<file path="src/rtl/fdd_track_loader.sv">
// -----------------------------------------------------------------------------
// fdd_track_loader
//
// Watches the CPU-side drive/track/slot selection for up to NUM_DRIVES floppy
// drives. When a strobed selection differs from the one currently buffered,
// it computes the first SD-card LBA of that track plus the byte offset of the
// track data inside that first sector, then issues one read request to the
// SD block reader. A per-request timeout aborts reads that never complete.
//
// Optional feature (macro FDD_TRACK_LOADER_RETRY_EN):
//   defined   - a timeout re-issues the same request up to RETRIES times
//               before err is raised.
//   undefined - the first timeout raises err; no retry logic exists.
//
// Ports:
//   clk, nreset   system clock, asynchronous active-low reset
//   cpu_stb       one-clk strobe qualifying drive_sel/track/slot_bus
//   card_ready    SD card initialised
//   drive_sel     selected drive
//   track         head track of the selected drive
//   slot_bus      slot index of drive n at [n*SLOT_W +: SLOT_W]
//   rd_ready      SD reader idle (1) / busy (0)
//   rd_req        read request to the SD reader
//   rd_lba        start LBA of the track
//   byte_skip     offset of the track data within the first sector
//   loaded        buffer holds the currently selected track
//   busy          load in progress
//   err           last load timed out
// -----------------------------------------------------------------------------
module fdd_track_loader #(
  parameter int          NUM_DRIVES   = 2,
  parameter int          DRV_W        = 1,
  parameter int          TRACK_W      = 8,
  parameter int          SLOT_W       = 8,
  parameter int unsigned TRACK_BYTES  = 12928,
  parameter int unsigned SLOT_SECTORS = 4040,
  parameter int unsigned BASE_LBA     = 0,
  parameter int          TIMEOUT_W    = 24,
  parameter int          RETRIES      = 3
) (
  input  logic                         clk,
  input  logic                         nreset,
  input  logic                         cpu_stb,
  input  logic                         card_ready,
  input  logic [DRV_W-1:0]             drive_sel,
  input  logic [TRACK_W-1:0]           track,
  input  logic [NUM_DRIVES*SLOT_W-1:0] slot_bus,
  input  logic                         rd_ready,
  output logic                         rd_req,
  output logic [31:0]                  rd_lba,
  output logic [8:0]                   byte_skip,
  output logic                         loaded,
  output logic                         busy,
  output logic                         err
);

  if (NUM_DRIVES < 1 || (2 ** DRV_W) < NUM_DRIVES || RETRIES < 0) begin : g_bad_params
    $error("fdd_track_loader: inconsistent NUM_DRIVES/DRV_W/RETRIES");
  end

  typedef enum logic [2:0] {
    S_WAIT_CARD, S_IDLE, S_CALC1, S_CALC2, S_REQ, S_WAIT, S_DONE
  } state_t;

  state_t               r_state, w_state_nxt;
  logic [TRACK_W-1:0]   r_cur_track;
  logic [DRV_W-1:0]     r_cur_drive;
  logic [SLOT_W-1:0]    r_cur_slot;
  logic [31:0]          r_off;
  logic [TIMEOUT_W-1:0] r_tmo;
  logic                 r_rd_req;
  logic [31:0]          r_rd_lba;
  logic [8:0]           r_byte_skip;
  logic                 r_loaded, r_busy, r_err;

  logic [SLOT_W-1:0]    w_slot_sel;
  logic                 w_drv_ok, w_change, w_start;
  logic                 w_timeout, w_retry, w_fail, w_rearm;

  // Slot of the currently addressed drive.
  // NOTE: every signal driven from always_comb gets a default before any
  // conditional assignment, otherwise a latch is inferred.
  always_comb begin
    w_slot_sel = '0;
    for (int i = 0; i < NUM_DRIVES; i++) begin
      if (drive_sel == DRV_W'(i)) w_slot_sel = slot_bus[i*SLOT_W +: SLOT_W];
    end
  end

  assign w_drv_ok  = 32'(drive_sel) < 32'(NUM_DRIVES);
  assign w_change  = (track != r_cur_track) || (drive_sel != r_cur_drive) ||
                     (w_slot_sel != r_cur_slot);
  assign w_start   = (r_state == S_IDLE) && cpu_stb && w_drv_ok && w_change;
  assign w_timeout = ((r_state == S_REQ) || (r_state == S_WAIT)) && (&r_tmo);
  assign w_fail    = w_timeout && !w_retry;
  assign w_rearm   = w_timeout && w_retry;

`ifdef FDD_TRACK_LOADER_RETRY_EN
  localparam int RTY_W = (RETRIES < 1) ? 1 : $clog2(RETRIES + 1);

  logic [RTY_W-1:0] r_retry;

  assign w_retry = 32'(r_retry) < 32'(RETRIES);

  always_ff @(posedge clk or negedge nreset) begin
    if (!nreset)       r_retry <= '0;
    else if (w_start)  r_retry <= '0;
    else if (w_rearm)  r_retry <= r_retry + 1'b1;
  end
`else
  assign w_retry = 1'b0;
`endif

  // NOTE: sequential state uses non-blocking assignments so every register
  // samples pre-edge values regardless of statement order.
  always_ff @(posedge clk or negedge nreset) begin
    if (!nreset) r_state <= S_WAIT_CARD;
    else         r_state <= w_state_nxt;
  end

  always_comb begin
    w_state_nxt = r_state;
    unique case (r_state)
      S_WAIT_CARD: if (card_ready) w_state_nxt = S_IDLE;
      S_IDLE:      if (w_start)    w_state_nxt = S_CALC1;
      S_CALC1:                     w_state_nxt = S_CALC2;
      S_CALC2:                     w_state_nxt = S_REQ;
      S_REQ: begin
        if      (w_fail)    w_state_nxt = S_IDLE;
        else if (w_rearm)   w_state_nxt = S_REQ;
        else if (!rd_ready) w_state_nxt = S_WAIT;
      end
      S_WAIT: begin
        if      (w_fail)   w_state_nxt = S_IDLE;
        else if (w_rearm)  w_state_nxt = S_REQ;
        else if (rd_ready) w_state_nxt = S_DONE;
      end
      S_DONE:              w_state_nxt = S_IDLE;
      default:             w_state_nxt = S_WAIT_CARD;
    endcase
  end

  always_ff @(posedge clk or negedge nreset) begin
    if (!nreset) begin
      r_cur_track <= '1;
      r_cur_drive <= '1;
      r_cur_slot  <= '1;
      r_off       <= '0;
      r_tmo       <= '0;
      r_rd_req    <= 1'b0;
      r_rd_lba    <= 32'hFFFF_FFFF;
      r_byte_skip <= '0;
      r_loaded    <= 1'b0;
      r_busy      <= 1'b0;
      r_err       <= 1'b0;
    end else begin
      unique case (r_state)
        S_IDLE: begin
          if (w_start) begin
            r_cur_track <= track;
            r_cur_drive <= drive_sel;
            r_cur_slot  <= w_slot_sel;
            r_loaded    <= 1'b0;
            r_busy      <= 1'b1;
            r_err       <= 1'b0;
          end
        end
        S_CALC1: r_off <= 32'(r_cur_track) * TRACK_BYTES;
        S_CALC2: begin
          r_rd_lba    <= BASE_LBA + 32'(r_cur_slot) * SLOT_SECTORS + {9'd0, r_off[31:9]};
          r_byte_skip <= r_off[8:0];
          r_rd_req    <= 1'b1;
          r_tmo       <= '0;
        end
        S_REQ, S_WAIT: begin
          r_tmo <= r_tmo + 1'b1;
          if (w_fail) begin
            // Forcing cur_track re-arms the change detector so the same
            // selection strobed again starts a fresh load.
            r_rd_req    <= 1'b0;
            r_err       <= 1'b1;
            r_busy      <= 1'b0;
            r_loaded    <= 1'b0;
            r_cur_track <= '1;
          end else if (w_rearm) begin
            r_rd_req <= 1'b1;
            r_tmo    <= '0;
          end else if ((r_state == S_REQ) && !rd_ready) begin
            r_rd_req <= 1'b0;
          end else if ((r_state == S_WAIT) && rd_ready) begin
            r_loaded <= 1'b1;
            r_busy   <= 1'b0;
          end
        end
        default: ;
      endcase
    end
  end

  assign rd_req    = r_rd_req;
  assign rd_lba    = r_rd_lba;
  assign byte_skip = r_byte_skip;
  assign loaded    = r_loaded;
  assign busy      = r_busy;
  assign err       = r_err;

endmodule

</file>
<file path="config.mk">
export PLATFORM = sky130hd
export DESIGN_NAME = fdd_track_loader
export DESIGN_NICKNAME = d
export VERILOG_FILES = /design/src/rtl/fdd_track_loader.sv
export SDC_FILE = /design/constraint.sdc
export NUM_CORES = 1
export LEC_CHECK = 0
export ABC_CLOCK_PERIOD_IN_PS = 7490
export CAP_MARGIN = 20
export CORE_MARGIN = 5
export CORE_UTILIZATION = 63
export DETAILED_ROUTE_END_ITERATION = 8
export GPL_ROUTABILITY_DRIVEN = 0
export GPL_TIMING_DRIVEN = 0
export MAX_ROUTING_LAYER = met4
export PLACE_DENSITY = 0.9
export SLEW_MARGIN = 20
export SYNTH_ARGS = -nofsm -noshare
export SYNTH_HDL_FRONTEND = slang
export SYNTH_SLANG_ARGS = --single-unit
</file>
<file path="constraint.sdc">
create_clock -name clk -period 7.49 [get_ports clk]
set_input_delay 1.1235 -clock clk [delete_from_list [all_inputs] [get_ports clk]]
set_output_delay 1.1235 -clock clk [all_outputs]
set_load 0.01 [all_outputs]
</file>
==> flow_summary.yaml <==
sta:
  relSlewSlack_pct: 49.5
  final-setup-viol-count: 0
  grt_setup_unrepaired: "no"
  worst_pin_slew_ps: 748
  finalCritPeriodShare_pct: 70.3
  hold_viol_final: 0
  tns_ps: 0
  finalMaxSlewViolations: 0
  skew_ps: 17.4
  layout_min_cycle_time_ps: 5260
  fmax_ghz: 0.190
  fin_ws_ps: 2230
cts:
  cts_tree: "yes"
  clock_latency_ps: 380
  cts_buffers: 9
  h-tree-depth: 3
  ctsHoldBuffers: 0
  cts_max_path_buffers: 2
  post_cts_buffers: 0
  cts_root_buf: "clkbuf_8"
  clk_pin_slew_ps: 90
  post_cts_resized: 0
  cts.sink_count: 87
floorplanning:
  coreArea_mm2: 0.0109
  die_w_um: 116
  dieArea_mm2: 0.0134
  pin_count: 75
  num_rows: 38
  initial_core_util_pct: 64.7
  fp.dieH_um: 116
setup_path:
  path_common_cell: "inv_1"
  cp_max_fo: 5
  path_class: "reg -> reg"
  r2r-start: "r_cur_slot[2]$_DFFE_PN1P_"
  path_cells: "inv_1 > fa_1 > inv_1 > ha_1 > fa_1 > inv_1 > fa_1 > inv_1 > ha_1 > a21o_1 > a21oi_1 > xnor2_1 > ha_1 > or3_1 > o311ai_1 > nor2_1 > a21o_1 > a31oi_1"
  worst_setup_path_start_kind: "register"
  reg2reg_to: "rd_lba[19]$_DFFE_PN1P_"
  cpPeakStageDelay_ps: 610
  arrival_ps: 5570
  r2r_setup_slack_ps: 2230
  critPathRequiredTime_ps: 7800
  slowest_stage: "dfstp_2"
  worstSetupEndpointType: "register"
  reg2reg_depth: 18
final_layout:
  final-seq-area_mm2: 0.00223
  fin_cells: 974
  layout_common_cells: "ha_1, inv_1, nand2_1"
  drive_above_1_share_pct: 11.2
  multi_input_comb_area_mm2: 0.00434
  design_area_mm2: 0.00814
  area_growth_pct: 15.5
  nFillCells: 731
  layout_commonest_cell: "ha_1"
  nets: 977
  diodes: 0
global_route:
  grt_pass1_wl_um: 26800
  grt_max_degree: 56
  antenna_found_initial: 0
  grt_use_total_pct: 25.9
  grt_overflow: 0
  grt_pass1_vias: 5832
routing:
  drt-total-wl_um: 15900
  drc: 0
  via_count: 5667
  first_pass_iters: 5
  wl_per_cell_um: 16.4
  viasPerCell: 5.82
  drtAntennaViolNets: 0
  drt_iter0_markers: 299
yosys:
  syn_inst: 745
  avgSynthCellArea_um2: 9.46
  seq_area_frac_synth_pct: 31.6
  ys.flop_type: "dfrtp_1"
  synth_seq_cells: 87
  synth.yosys.warnings: 0
  synth_cell_types: 66
  async_flop_share_pct: 100
  syn_area_mm2: 0.00705
  synth_edf_count: 0
outcome:
  status: "completed"
min_path:
  min_from: "rd_lba[18]$_DFFE_PN1P_"
  hold_end: "rd_lba[18]$_DFFE_PN1P_"
  min_path_cells: 2
  holdCritPathClass: "reg -> reg"
place:
  place_ws_ps: 2300
  portBuffers: 66
  hpwl_um: 12600
  dp_cells: 958
  post_dp_cell_area_mm2: 0.00794
run:
  max_cap_violations: 0
==> cells in the mapped netlist, drive strengths merged (8+ instances only) <==
cell type  instances  area share, %
inv               84            4.5
o21ai             55            3.9
nand3             23            1.6
a21o               9           0.96
dfstp             39             15
o31ai              9           0.96
and2               8           0.71
ha                89             16
buf               22            2.1
nor3              15            1.4
o211ai             8           0.85
a21oi             26            1.8
xnor2             22            2.7
xor2              24            3.1
clkbuf            11           0.59
nor2              31            1.7
nand2             81            4.4
fa                29            8.2
or3                8           0.78
dfrtp             48             17
mux2i             15            2.1
o22a               8           0.99
==> state kept, by name, summed over array words and instances, names as in the netlist, 2 cells and up <==
signal,count
r_off,15
byte_skip,2
r_state,3
r_cur_slot,8
rd_lba,22
r_cur_track,8
r_tmo,24
==> stage by stage <==
| step | hold WS, ps | util [%] |
|---|---|---|
| after floorplan | 433 | - |
| after CTS | 465 | 74.7 |
| final | 460 | 74.7 |
| after detailed placement | 450 | 72.9 |
| after global routing | 486 | 74.7 |
| after global placement | 445 | 72.6 |
==> critical path: cells and delay by family, from the launching register on <==
family | cells | cell delay [ps]
buffers and inverters | 4 | 280
XOR/XNOR | 1 | 90
adder cells (fa/ha/maj) | 6 | 2470
AND/OR/NAND/NOR | 2 | 450
AO/OA/AOI/OAI | 5 | 1290
flip-flops | 1 | 610
==> layout make-up <==
class,instances,share of cell area (%)
clock inverters,5,0.477
inverters,84,3.88
repair buffers,67,8.43
plain buffers,33,2.35
flip-flops and latches,87,27.4
clock buffers,11,2.00
multi-input cells,547,53.4
well taps,140,2.15
==> worst max path at each step <==
stage	start	end	slack (ps)	depth (start not counted)
detailed placement	r_cur_slot[2]$_DFFE_PN1P_	rd_lba[19]$_DFFE_PN1P_	2300	18
global placement	r_cur_slot[2]$_DFFE_PN1P_	rd_lba[19]$_DFFE_PN1P_	2330	18
finish	r_cur_slot[2]$_DFFE_PN1P_	rd_lba[19]$_DFFE_PN1P_	2230	18
CTS	r_cur_slot[2]$_DFFE_PN1P_	rd_lba[19]$_DFFE_PN1P_	2250	18
floorplan	r_cur_slot[2]$_DFFE_PN1P_	rd_lba[19]$_DFFE_PN1P_	2640	18
global route	r_cur_slot[2]$_DFFE_PN1P_	rd_lba[19]$_DFFE_PN1P_	1940	18
==> cell families (layout without fill, tap and decap cells) <==
kind of cell	count (synthesis)	count (layout)	synth area share [%]
compound gates	145	145	13.4
xor+xnor	46	46	5.82
flops	87	87	31.6
other cells	1	7	0.0532
mux	21	21	3.09
buf+inv	117	200	7.19
fa+ha+maj	118	118	24.0
simple gates	210	210	14.8
==> layer usage <==
layer	track usage (%)	wire length, um	share of wire, %
met1	30.0	6450	40
met2	45.3	8210	52
met3	4.13	878	5.5
met4	9.28	395	2.5
met5	-	0	0
Power is not shown: default switching activity piles up to over one toggle a cycle in this logic, so the estimate is an artifact.
